**config.mk**
```make
export PLATFORM = sky130hd
export DESIGN_NAME = add16_nibble_sequencer
export DESIGN_NICKNAME = d
export VERILOG_FILES = /design/src/rtl/add16_nibble_sequencer.sv
export SDC_FILE = /design/constraint.sdc
export NUM_CORES = 1
export LEC_CHECK = 0
export ABC_AREA = 1
export CAP_MARGIN = 20
export CORE_ASPECT_RATIO = 1.25
export CORE_MARGIN = 5
export CORE_UTILIZATION = 52
export CTS_CLUSTER_DIAMETER = 50
export DETAILED_ROUTE_END_ITERATION = 7
export DONT_BUFFER_PORTS = 1
export GPL_TIMING_DRIVEN = 1
export PLACE_DENSITY = 0.7
export SYNTH_ARGS = -nofsm -noshare
export SYNTH_HDL_FRONTEND = slang
export SYNTH_SLANG_ARGS = --single-unit
export TNS_END_PERCENT = 20
```
**constraint.sdc**
```tcl
create_clock -name clk -period 4 [get_ports clk]
set_input_delay 0.2 -clock clk [delete_from_list [all_inputs] [get_ports clk]]
set_output_delay 0.2 -clock clk [all_outputs]
set_load 0.03 [all_outputs]
```
**src/rtl/add16_nibble_sequencer.sv**
```systemverilog
// Multi-cycle WIDTH-bit add/subtract that time-shares one external 4-bit CLA slice,
// one nibble per cycle LSB first, with carry chained through a 1-bit register.
module add16_nibble_sequencer #(
    parameter int WIDTH = 16
) (
    input  logic             clk,
    input  logic             rst,
    input  logic             in_valid,
    output logic             in_ready,
    input  logic [WIDTH-1:0] a,
    input  logic [WIDTH-1:0] b,
    input  logic             op_sub,
    output logic [3:0]       slice_a,
    output logic [3:0]       slice_b,
    output logic             slice_cin,
    input  logic [3:0]       slice_sum,
    input  logic             slice_cout,
    output logic             out_valid,
    input  logic             out_ready,
    output logic [WIDTH-1:0] sum,
    output logic             carry,
    output logic             overflow,
    output logic             zero,
    output logic [1:0]       dbg_state
);

    localparam int NIB = WIDTH / 4;
    localparam int IW  = (NIB > 1) ? $clog2(NIB) : 1;

    // dbg_state encoding: 0 = IDLE, 1 = RUN, 2 = DONE.
    typedef enum logic [1:0] {
        IDLE = 2'd0,
        RUN  = 2'd1,
        DONE = 2'd2
    } state_t;

    state_t           state;
    logic [IW-1:0]    idx;
    logic [WIDTH-1:0] opa;
    logic [WIDTH-1:0] opb;
    logic [WIDTH-1:0] acc;
    logic             cy;
    logic [WIDTH-1:0] fin;

    // Handshakes: a transfer happens on a rising edge where valid and ready are both
    // high; valid never waits on ready, and once out_valid rises the result is held
    // unchanged until the edge on which out_ready completes the transfer.
    assign in_ready  = (state == IDLE) & ~rst;
    assign dbg_state = state;

    // Full result as it will look after the last nibble lands; only used on that edge.
    always_comb begin
        fin                 = acc;
        fin[WIDTH-1 -: 4]   = slice_sum;
    end

    always_comb begin
        slice_a   = 4'd0;
        slice_b   = 4'd0;
        slice_cin = 1'b0;
        if (state == RUN) begin
            slice_a   = opa[4*idx +: 4];
            slice_b   = opb[4*idx +: 4];
            slice_cin = cy;
        end
    end

    always_ff @(posedge clk) begin
        if (rst) begin
            state     <= IDLE;
            idx       <= '0;
            opa       <= '0;
            opb       <= '0;
            acc       <= '0;
            cy        <= 1'b0;
            sum       <= '0;
            carry     <= 1'b0;
            overflow  <= 1'b0;
            zero      <= 1'b0;
            out_valid <= 1'b0;
        end else begin
            case (state)
                IDLE: begin
                    if (in_valid) begin
                        opa   <= a;
                        opb   <= b ^ {WIDTH{op_sub}};
                        cy    <= op_sub;
                        idx   <= '0;
                        state <= RUN;
                    end
                end
                RUN: begin
                    acc[4*idx +: 4] <= slice_sum;
                    cy              <= slice_cout;
                    idx             <= idx + 1'b1;
                    if (idx == IW'(NIB - 1)) begin
                        idx       <= '0;
                        state     <= DONE;
                        out_valid <= 1'b1;
                        sum       <= fin;
                        carry     <= slice_cout;
                        overflow  <= (opa[WIDTH-1] == opb[WIDTH-1]) &
                                     (fin[WIDTH-1] != opa[WIDTH-1]);
                        zero      <= (fin == '0);
                    end
                end
                DONE: begin
                    if (out_ready) begin
                        state     <= IDLE;
                        out_valid <= 1'b0;
                    end
                end
                default: begin
                    state     <= IDLE;
                    out_valid <= 1'b0;
                end
            endcase
        end
    end

endmodule

```
==> summary.txt, run 1 <==
Worst setup path
  – Buf/Inv on CP: 1
  – Setup crit start kind: register
  – CP delay by family, top: compound AO/OA/AOI/OAI gates
  – Crit path required time: 3.80 ns
  – Worst path max stage delay: 0.59 ns
  – Critical-path cell list: clkinv_1 > a21oi_1 > o21ai_0 > a21oi_1
  – Critical Path Most Common Cell: a21oi_1
  – Largest fanout on the critical path: 13
  – Crit. End Element: output port
  – Data arrival, critical path: 2.24 ns
  – CP Class: register to output port
  – Slowest-stage cell, CP: dfxtp_1

Yosys
  – Post-synth EDFFs: 0
  – Register area share after synthesis: 45.9%
  – Area leader, netlist: dfxtp_1
  – Synth cell count leaders: 72 x nor2_1, 69 x dfxtp_1, 58 x a21oi_1, 53 x nand2_1, 50 x o21ai_0
  – Synth top area share: 45.9%
  – Synth top area cells: dfxtp_1 46%, a21oi_1 9.6%, nor2_1 9.0%
  – FF+latch count, synth: 69
  – Synth cell types: 26
  – Most frequent cell after synthesis: nor2_1
  – Synth Instances: 402
  – Yosys warnings: 0
  – Synth Flop Type: dfxtp_1
  – Mean Syn Cell Area: 7.49 µm²
  – Netlist Area Pre-Place: 3010 µm²
  – FFs w/ async S/R, synth: 0%
  – Syn Nets: 449

Floorplan
  – Cell Rows: 31
  – Die area: 7420 µm²
  – Die Ht: 95.1 µm
  – Die X: 78.1 µm
  – Starting density of the core: 52.8%
  – Core region area: 5700 µm²
  – Ports: 74

Placement
  – Final HPWL DP: 4770 µm
  – Port bufs: 0
  – Dpl ws: 1.82 ns
  – Global placement routability congestion: 0.843

Drt
  – DRC: 0
  – Post-detailed-route count of antenna-violating nets: 0
  – WL per Instance: 14.9 µm
  – Via count: 2489
  – Iteration-0 DRC Markers: 115
  – Router iterations before antenna repair: 4
  – DRT Wirelength: 6890 µm
  – Vias per Instance: 5.38

Clock network
  – Clock transition at path regs: 0.06 ns
  – Resized Gates After CTS: 0
  – Longest Clk Path Bufs: 2
  – Root Driver: clkbuf_8
  – Cts bufs inserted: 9
  – Clock Sinks: 69
  – TritonCTS clock tree: yes
  – H-tree lvl count: 3
  – Worst skew pair latency: 0.34 ns

Timing
  – Final setup margin: 1.56 ns
  – Final critical-path required period: 2.44 ns
  – RSZ-0062 raised after global routing: no
  – Worst Max-Slew Pin Slew: 0.879 ns
  – Max Slew Vio Count: 0
  – Setup Skew: 0.00777 ns
  – Setup-failing EPs final: 0
  – Final Hold Viols: 0
  – Slew HR: 41.3%
  – Fmax: 0.410 GHz
  – TNS Setup: 0 ns
  – Fin crit share: 61.0%

Pwr
  – Lkg Pwr: 1.18 nW
  – P_sw: 372 µW
  – Switching portion of total power: 26.6%
  – Logic pwr share: 12.1%
  – Peak supply drop: 0.228 mV
  – Clk pwr share: 34.9%
  – Pint: 1.03 mW
  – Pwr Density: 438 nW/µm²
  – Register share of total power: 53.1%

GRT
  – Largest net degree at the start of global routing: 37
  – Total GRT Usage: 19.8%
  – Grt ovf: 0
  – Vias in the first global route: 2514
  – First-pass GRT wire length: 11800 µm
  – Initial antenna violation count: 0

Status
  – Status: completed

Layout
  – Nets: 441
  – Area grow syn2layout: 6.19%
  – Layout cells sized above 1: 5.79%
  – Diodes inserted: 0

Worst hold path
  – HP Class: primary input to register

Flow run
  – Max cap viols: 0
[metrics by stage]
step                      utilization [%]  std cells  instance area [µm²]  hold WS [ns]  power, mW
after floorplan                         -        402                 3010         0.343      0.897
after global placement               52.5        446                 2990         0.274      0.915
after detailed placement             52.5        446                 2990         0.276      0.919
after CTS                            56.1        463                 3200      0.000274       1.41
after global routing                 56.1        463                 3200       0.00357       1.46
final                                56.1        463                 3200       0.00784       1.40
[kinds of logic after synthesis]
group | Yosys count | share of synthesized area [%]
adders and majority gates | 5 | 2.08
AOI/OAI and AO/OA | 119 | 20.6
buffers and inverters | 48 | 6.85
DFF | 69 | 45.9
xor gates and xnor gates | 16 | 4.65
and+or+nand+nor | 145 | 19.9
[per-layer routing]
| layer | global-route usage (%) | vias to the layer above | share of wire [%] | wire length, µm |
|---|---|---|---|---|
| met5 | 0 | - | 0 | 0 |
| met4 | 9.30 | 0 | 1.9 | 134 |
| met3 | 4.91 | 11 | 6.4 | 440 |
| met2 | 33.4 | 62 | 49 | 3370 |
| met1 | 23.5 | 1111 | 43 | 2950 |
| li1 | - | 1305 | - | - |
[final timing paths]
check / depth (start not counted) / endpoint / slack [ns] / startpoint
worst max-delay path: 4 / slice_b[3] / 1.56 / idx[1]$_SDFFE_PP0P_
worst min-delay path: 2 / sum[12]$_SDFFE_PP0P_ / 0.008 / slice_sum[0]
worst max register to register: 6 / acc[11]$_SDFFE_PP0P_ / 1.77 / idx[1]$_SDFFE_PP0P_
worst min register to register: 2 / opb[7]$_SDFFE_PP0P_ / 0.46 / opb[7]$_SDFFE_PP0P_
[state kept, by name (all words and copies together) (netlist names)]
name / cells
out_valid: 1
opa: 16
dbg_state: 2
cy: 1
overflow: 1
sum: 16
opb: 16
acc: 12
zero: 1
idx: 2
carry: 1
[layout make-up]
cell class / instances / area [µm²]
Clock inverter: 2 / 10.0
Fill cell: 566 / 2500
Multi-Input combinational cell: 285 / 1420
Inverter: 24 / 90.1
Sequential cell: 69 / 1380
Tap cell: 66 / 82.6
Clock buffer: 12 / 155
Timing Repair Buffer: 5 / 55.1
[power groups by stage]
stage / combinational (mW) / sequential (mW) / clock, mW
3_3_place_gp: 0.158 / 0.757 / 0
3_5_place_dp: 0.161 / 0.758 / 0
5_1_grt: 0.196 / 0.747 / 0.521
2_1_floorplan: 0.144 / 0.753 / 0
4_1_cts: 0.170 / 0.743 / 0.493
6_report: 0.169 / 0.743 / 0.488
[timing repair]
action | CTS | global route
setup buffers | 0 | 0
endpoints found under the hold margin | 33 | 0
hold buffers | 3 | 0
[cells in the final DEF (no fill, tap or decap)]
master,n
nand3_4,1
nand4_1,3
clkinv_1,1
ha_1,5
xnor2_1,7
a211oi_1,7
nor2_4,1
clkinv_2,2
o21ai_0,50
o21a_1,1
dfxtp_1,69
clkbuf_8,11
inv_1,19
nand2_1,53
buf_4,2
xor2_1,9
nor2_1,72
a31oi_1,1
nor3_1,1
a21oi_1,58
clkbuf_1,1
nand3_2,1
buf_12,1
inv_2,4
o211ai_1,2
nand3b_1,1
dlygate4sd3_1,2
nand3_1,12
Power figures use the tool's default switching activity.
==> run 2: changes to the inputs <==
--- a/config.mk
+++ b/config.mk
@@ -5,7 +5,7 @@
 export SDC_FILE = /design/constraint.sdc
 export NUM_CORES = 1
 export LEC_CHECK = 0
-export ABC_AREA = 1
+export ABC_AREA = 0
 export CAP_MARGIN = 20
 export CORE_ASPECT_RATIO = 1.25
 export CORE_MARGIN = 5
==> constraint.sdc (replaced) <==
create_clock -name clk -period 2.5 [get_ports clk]
set_input_delay 0.125 -clock clk [delete_from_list [all_inputs] [get_ports clk]]
set_output_delay 0.125 -clock clk [all_outputs]
set_load 0.03 [all_outputs]
==> summary.txt, run 2 <==
Yosys
  – Post-synth EDFFs: 0 (unchanged)
  – Synth cell types: 38 (+46%)
  – Most frequent cell after synthesis: nand2_1
  – Area leader, netlist: dfxtp_1
  – Synth top area share: 45.5% (-0.34 points)
  – Netlist Area Pre-Place: 3030 µm² (+0.75%)
  – Synth Instances: 340 (-15%)
  – Synth Flop Type: dfxtp_1
  – Synth top area cells: dfxtp_1 46%, nand2_1 8.9%, a21oi_1 7.1%
  – Synth cell count leaders: 72 x nand2_1, 69 x dfxtp_1, 43 x a21oi_1, 29 x nor2_1
  – FFs w/ async S/R, synth: 0% (unchanged)
  – Syn Nets: 387 (-14%)
  – Register area share after synthesis: 45.5% (-0.34 points)
  – FF+latch count, synth: 69 (unchanged)
  – Mean Syn Cell Area: 8.92 µm² (+19%)
  – Yosys warnings: 0 (unchanged)

Worst setup path
  – Worst R2R Start: idx[0]$_SDFFE_PP0P_
  – Setup crit start kind: register
  – R2R setup slack: 0.66 ns (-1.11 ns)
  – Data arrival, critical path: 2.00 ns (-0.24 ns)
  – CP Class: register to output port
  – Crit. End Element: output port
  – Slowest-stage cell, CP: dfxtp_1
  – Worst path max stage delay: 0.58 ns (about the same)
  – Critical-path cell list: buf_4 > mux4_1 > and2_1
  – Largest fanout on the critical path: 10 (-3)
  – R2r worst-path depth: 5 (-1)
  – Reg2reg end: acc[10]$_SDFFE_PP0P_
  – Critical Path End: slice_a[3]
  – Crit path required time: 2.38 ns (-1.42 ns)
  – Crit path from: idx[0]$_SDFFE_PP0P_

Clock network
  – Clock transition at path regs: 0.07 ns (about the same)
  – H-tree lvl count: 3 (unchanged)
  – Clock Sinks: 69 (unchanged)
  – Worst skew pair latency: 0.34 ns (about the same)
  – Setup Buffers After CTS: 0 (unchanged)
  – TritonCTS clock tree: yes
  – Cts bufs inserted: 9 (unchanged)
  – Root Driver: clkbuf_8
  – Longest Clk Path Bufs: 2 (unchanged)

Timing
  – TNS Setup: 0 ns (unchanged)
  – Fmax: 0.470 GHz
  – Final setup margin: 0.375 ns (-1.19 ns)
  – Setup Skew: 0.00886 ns (+0.00108 ns)
  – Slew HR: 57.5% (+16 points)
  – RSZ-0062 raised after global routing: no
  – Final Hold Viols: 0 (unchanged)
  – Fin crit share: 85.0%
  – Max Slew Vio Count: 0 (unchanged)
  – Setup-failing EPs final: 0 (unchanged)
  – Final critical-path required period: 2.13 ns
  – Hold slack: 0.00913 ns (+0.00129 ns)
  – Worst Max-Slew Pin Slew: 0.638 ns (-0.242 ns)

Drt
  – Router iterations before antenna repair: 4 (unchanged)
  – DRC: 0 (unchanged)
  – Iteration-0 DRC Markers: 103 (-10%)
  – Vias per Instance: 5.61 (+4.4%)
  – Via count: 2520 (+1.2%)
  – Post-detailed-route count of antenna-violating nets: 0 (unchanged)
  – DRT Wirelength: 7070 µm (+2.6%)
  – WL per Instance: 15.7 µm (+5.8%)

Placement
  – Placed insts: 386 (-13%)
  – Final HPWL DP: 4500 µm (-5.8%)
  – Dpl ws: 0.673 ns (-1.14 ns)
  – DP Area: 3030 µm² (+1.2%)
  – Port bufs: 0 (unchanged)
  – Global placement routability congestion: 0.764 (-9.4%)

GRT
  – Busiest layer in global routing: met2
  – Vias in the first global route: 2494 (-0.80%)
  – Total GRT Usage: 19.9% (+0.085 points)
  – Initial antenna violation count: 0 (unchanged)
  – Met2 Usage GRT: 35.4% (+2.0 points)
  – Largest net degree at the start of global routing: 71 (+92%)
  – Met3 Usage GRT: 4.35% (-0.57 points)
  – First-pass GRT wire length: 11600 µm (-1.4%)
  – Global routing usage on met1: 21.7% (-1.8 points)
  – Grt ovf: 0 (unchanged)

Floorplan
  – Core region area: 5740 µm² (+0.68%)
  – Die area: 7470 µm² (+0.66%)
  – Die Ht: 95.4 µm (+0.34%)
  – Die X: 78.3 µm (+0.32%)
  – Starting density of the core: 52.9% (about the same)
  – Ports: 74 (unchanged)
  – Cell Rows: 31 (unchanged)

Layout
  – Filler cells: 501 (-11%)
  – Commonest non-fill, non-tap cell in the layout: nand2_1
  – Layout Utilization: 64.6% (+8.5 points)
  – Area grow syn2layout: 22.3%
  – Nets: 425 (-3.6%)
  – Diodes inserted: 0 (unchanged)
  – Post-route design area: 3710 µm² (+16%)
  – Largest regs: opa (16), opb (16), sum (16)
  – Non-Filler Instances: 449 (-3.0%)
  – Layout cells sized above 1: 8.09% (+2.3 points)
  – Multi-input combinational cell area: 1500 µm² (+5.4%)
  – Commonest cells after routing, fill and taps aside: 72 x nand2_1, 69 x dfxtp_1, 46 x dlygate4sd3_1
  – Register area: 1380 µm² (unchanged)

Worst hold path
  – HP Class: primary input to register

Pwr
  – Peak supply drop: 0.469 mV (+110%)
  – Pwr Density: 642 nW/µm² (+47%)
  – Overall Power: 2.38 mW (+70%)
  – Lkg Pwr: 1.31 nW (+11%)

Status
  – Status: completed

Flow run
  – Max cap viols: 0 (unchanged)
[run 2: worst max-delay path: cells and delay by family, from the launching register on]
kind | cells | cell delay [ns]
AND/OR/NAND/NOR | 1 | 0.28
buffers and inverters | 1 | 0.26
multiplexers | 1 | 0.55
flip-flops | 1 | 0.58
[run 2: what timing repair did]
action / CTS / global route
endpoints found under the setup margin: 0 / 0
resized for setup: 0 / 0
endpoints found under the hold margin: 69 / 0
hold buffers: 47 / 0
[run 2: cells by family after synthesis]
kind of cell    synth area share, %
simple gates                   21.9
buf+inv                        5.20
compound gates                 14.1
mux                            6.64
fa+ha+maj                      2.06
xor+xnor                       4.62
flops                          45.5
[run 2: metal layers]
metal,vias to the layer above,wire [µm]
met5,-,0
met2,59,3790
met4,0,170
met3,16,302
li1,1263,-
met1,1182,2810
[run 2: final cells by class]
type                    instances  area share, %
multi-input cells             241           40.5
inverters                       3          0.304
clock buffers                  12           3.91
clock inverters                 4           1.28
repair buffers                 54           14.6
well taps                      66           2.23
flip-flops and latches         69           37.2
[run 2: power by group]
part           internal (mW)  switching, mW  total [mW]
clock network          0.485          0.401       0.886
registers               1.15         0.0338        1.18
logic                  0.160          0.157       0.317
[run 2: worst min-delay path by stage]
stage,end,from,cells after the start
2_1_floorplan,opa[7]$_SDFFE_PP0P_,a[7],2
3_3_place_gp,sum[11]$_SDFFE_PP0P_,rst,1
3_5_place_dp,sum[10]$_SDFFE_PP0P_,rst,1
4_1_cts,opb[4]$_SDFFE_PP0P_,b[4],2
5_1_grt,opb[13]$_SDFFE_PP0P_,b[13],2
6_report,overflow$_SDFFE_PP0P_,slice_sum[3],2
==> run 3: changes to the inputs <==
==> constraint.sdc (replaced) <==
create_clock -name clk -period 2.2 [get_ports clk]
set_input_delay 0.11 -clock clk [delete_from_list [all_inputs] [get_ports clk]]
set_output_delay 0.11 -clock clk [all_outputs]
set_load 0.03 [all_outputs]
==> summary.txt, run 3 (synthesis results as in run 2) <==
Timing
  – Hold slack: 0.0448 ns (+0.0357 ns)
  – TNS Setup: 0 ns (unchanged)
  – Setup Skew: 0.00846 ns (-0.000399 ns)
  – Fin crit share: 91.1%
  – RSZ-0062 raised after global routing: no
  – Final Hold Viols: 0 (unchanged)
  – Setup-failing EPs final: 0 (unchanged)
  – Slew HR: 57.4% (-0.11 points)
  – Worst Max-Slew Pin Slew: 0.639 ns (+0.00166 ns)
  – Final critical-path required period: 2.00 ns
  – Fmax: 0.499 GHz
  – Max Slew Vio Count: 0 (unchanged)

Worst setup path
  – Slowest-stage cell, CP: mux4_1
  – R2R setup slack: 0.54 ns (-0.12 ns)
  – Crit path required time: 2.09 ns (-0.29 ns)
  – Data arrival, critical path: 1.89 ns (-0.11 ns)
  – Crit. End Element: output port
  – Critical-path cell list: buf_4 > mux4_1 > and2_1
  – Worst path max stage delay: 0.57 ns (about the same)
  – Largest fanout on the critical path: 9 (-1)
  – R2r worst-path depth: 5 (unchanged)
  – Setup crit start kind: register
  – CP Class: register to output port

GRT
  – Initial antenna violation count: 0 (unchanged)
  – Met3 Usage GRT: 4.44% (+0.095 points)
  – Met2 Usage GRT: 39.6% (+4.1 points)
  – Total GRT Usage: 20.9% (+0.98 points)
  – Largest net degree at the start of global routing: 71 (unchanged)
  – First-pass GRT wire length: 12100 µm (+4.4%)
  – Global routing usage on met1: 21.5% (-0.20 points)
  – Grt ovf: 0 (unchanged)
  – Vias in the first global route: 2602 (+4.3%)
  – Busiest layer in global routing: met2

Floorplan
  – Ports: 74 (unchanged)
  – Die area: 7470 µm² (unchanged)
  – Cell Rows: 31 (unchanged)
  – Core region area: 5740 µm² (unchanged)
  – Starting density of the core: 52.9% (unchanged)
  – Die X: 78.3 µm (unchanged)
  – Die Ht: 95.4 µm (unchanged)

Layout
  – Commonest non-fill, non-tap cell in the layout: nand2_1
  – Non-Filler Instances: 452 (+0.67%)
  – Layout Utilization: 66.5% (+1.9 points)
  – Diodes inserted: 0 (unchanged)
  – Nets: 429 (+0.94%)
  – Commonest cells after routing, fill and taps aside: 72 x nand2_1, 69 x dfxtp_1, 50 x dlygate4sd3_1
  – Layout cells sized above 1: 8.29% (+0.20 points)
  – Area grow syn2layout: 25.8%
  – Filler cells: 478 (-4.6%)
  – Largest regs: opa (16), opb (16), sum (16)

Drt
  – Vias per Instance: 5.70 (+1.5%)
  – WL per Instance: 16.5 µm (+4.9%)
  – Post-detailed-route count of antenna-violating nets: 0 (unchanged)
  – DRT Wirelength: 7460 µm (+5.6%)
  – DRC: 0 (unchanged)
  – Router iterations before antenna repair: 4 (unchanged)
  – Iteration-0 DRC Markers: 112 (+8.7%)
  – Via count: 2575 (+2.2%)

Placement
  – Placed insts: 386 (unchanged)
  – Final HPWL DP: 4540 µm (+0.88%)
  – Port bufs: 0 (unchanged)
  – Global placement routability congestion: 0.775 (+1.4%)

Worst hold path
  – HP Class: primary input to register
  – Worst hold path depth: 3 (+1)

Clock network
  – Root Driver: clkbuf_8
  – Cts bufs inserted: 9 (unchanged)
  – Resized Gates After CTS: 0 (unchanged)
  – Worst skew pair latency: 0.34 ns (about the same)
  – H-tree lvl count: 3 (unchanged)
  – Clock transition at path regs: 0.07 ns (about the same)
  – Setup Buffers After CTS: 0 (unchanged)
  – TritonCTS clock tree: yes
  – Longest Clk Path Bufs: 2 (unchanged)
  – Clock Sinks: 69 (unchanged)

Pwr
  – Pwr Density: 799 nW/µm² (+24%)
  – Lkg Pwr: 1.35 nW (+3.5%)
  – Peak supply drop: 0.455 mV (-2.9%)

Flow run
  – Max cap viols: 0 (unchanged)

Status
  – Status: completed
-- run 3: cell types whose count changed in the layout (fill, tap and decap cells not counted), sizes merged --
cell | previous run | this run
bufinv | 1 | 4
clkinv | 2 | 1
clkbuf | 12 | 9
dlygate4sd3 | 46 | 50
-- run 3: cell type report --
cell class                      instances  area, µm²  area share [%]
Timing Repair Buffer                   58        581            15.2
Inverter                                3       11.3           0.295
Sequential cell                        69       1380            36.2
Clock inverter                          6        136            3.57
Tap cell                               66       82.6            2.16
Multi-Input combinational cell        241       1500            39.3
Clock buffer                            9        124            3.24
-- run 3: path summary, 6_finish.rpt --
path	from	to
worst min-delay path	out_ready	dbg_state[1]$_SDFFE_PP0P_
worst min register to register	opa[13]$_SDFFE_PP0P_	opa[13]$_SDFFE_PP0P_
worst max register to register	idx[0]$_SDFFE_PP0P_	acc[10]$_SDFFE_PP0P_
worst max-delay path	idx[0]$_SDFFE_PP0P_	slice_b[3]
-- run 3: per-stage QoR --
step	worst slack, ns	cell area, µm²	power [mW]
finish	0.197	3820	3.05
global route	0.109	3820	3.16
CTS	0.188	3820	3.07
detailed placement	0.573	3030	1.61
global placement	0.583	3030	1.61
floorplan	0.513	3030	1.60
-- run 3: power by group --
part / internal, mW / switching, mW
Sequential: 1.30 / 0.0384
Combinational: 0.189 / 0.186
Clock: 0.863 / 0.472
-- run 3: timing repair --
action | in CTS | in global routing
endpoints found under the setup margin | 0 | 0
hold endpoints to repair | 69 | 0
hold buffers | 51 | 0
-- run 3: worst max-delay path, delay by kind of cell (launching register included) --
family | cells | cell delay [ns]
buf+inv | 1 | 0.26
mux | 1 | 0.57
simple gates | 1 | 0.28
flops | 1 | 0.44
-- run 3: layer usage --
layer	wire length, µm	part of all wire, %
met5	0	0
met2	4150	56
met3	313	4.2
met4	145	1.9
met1	2860	38
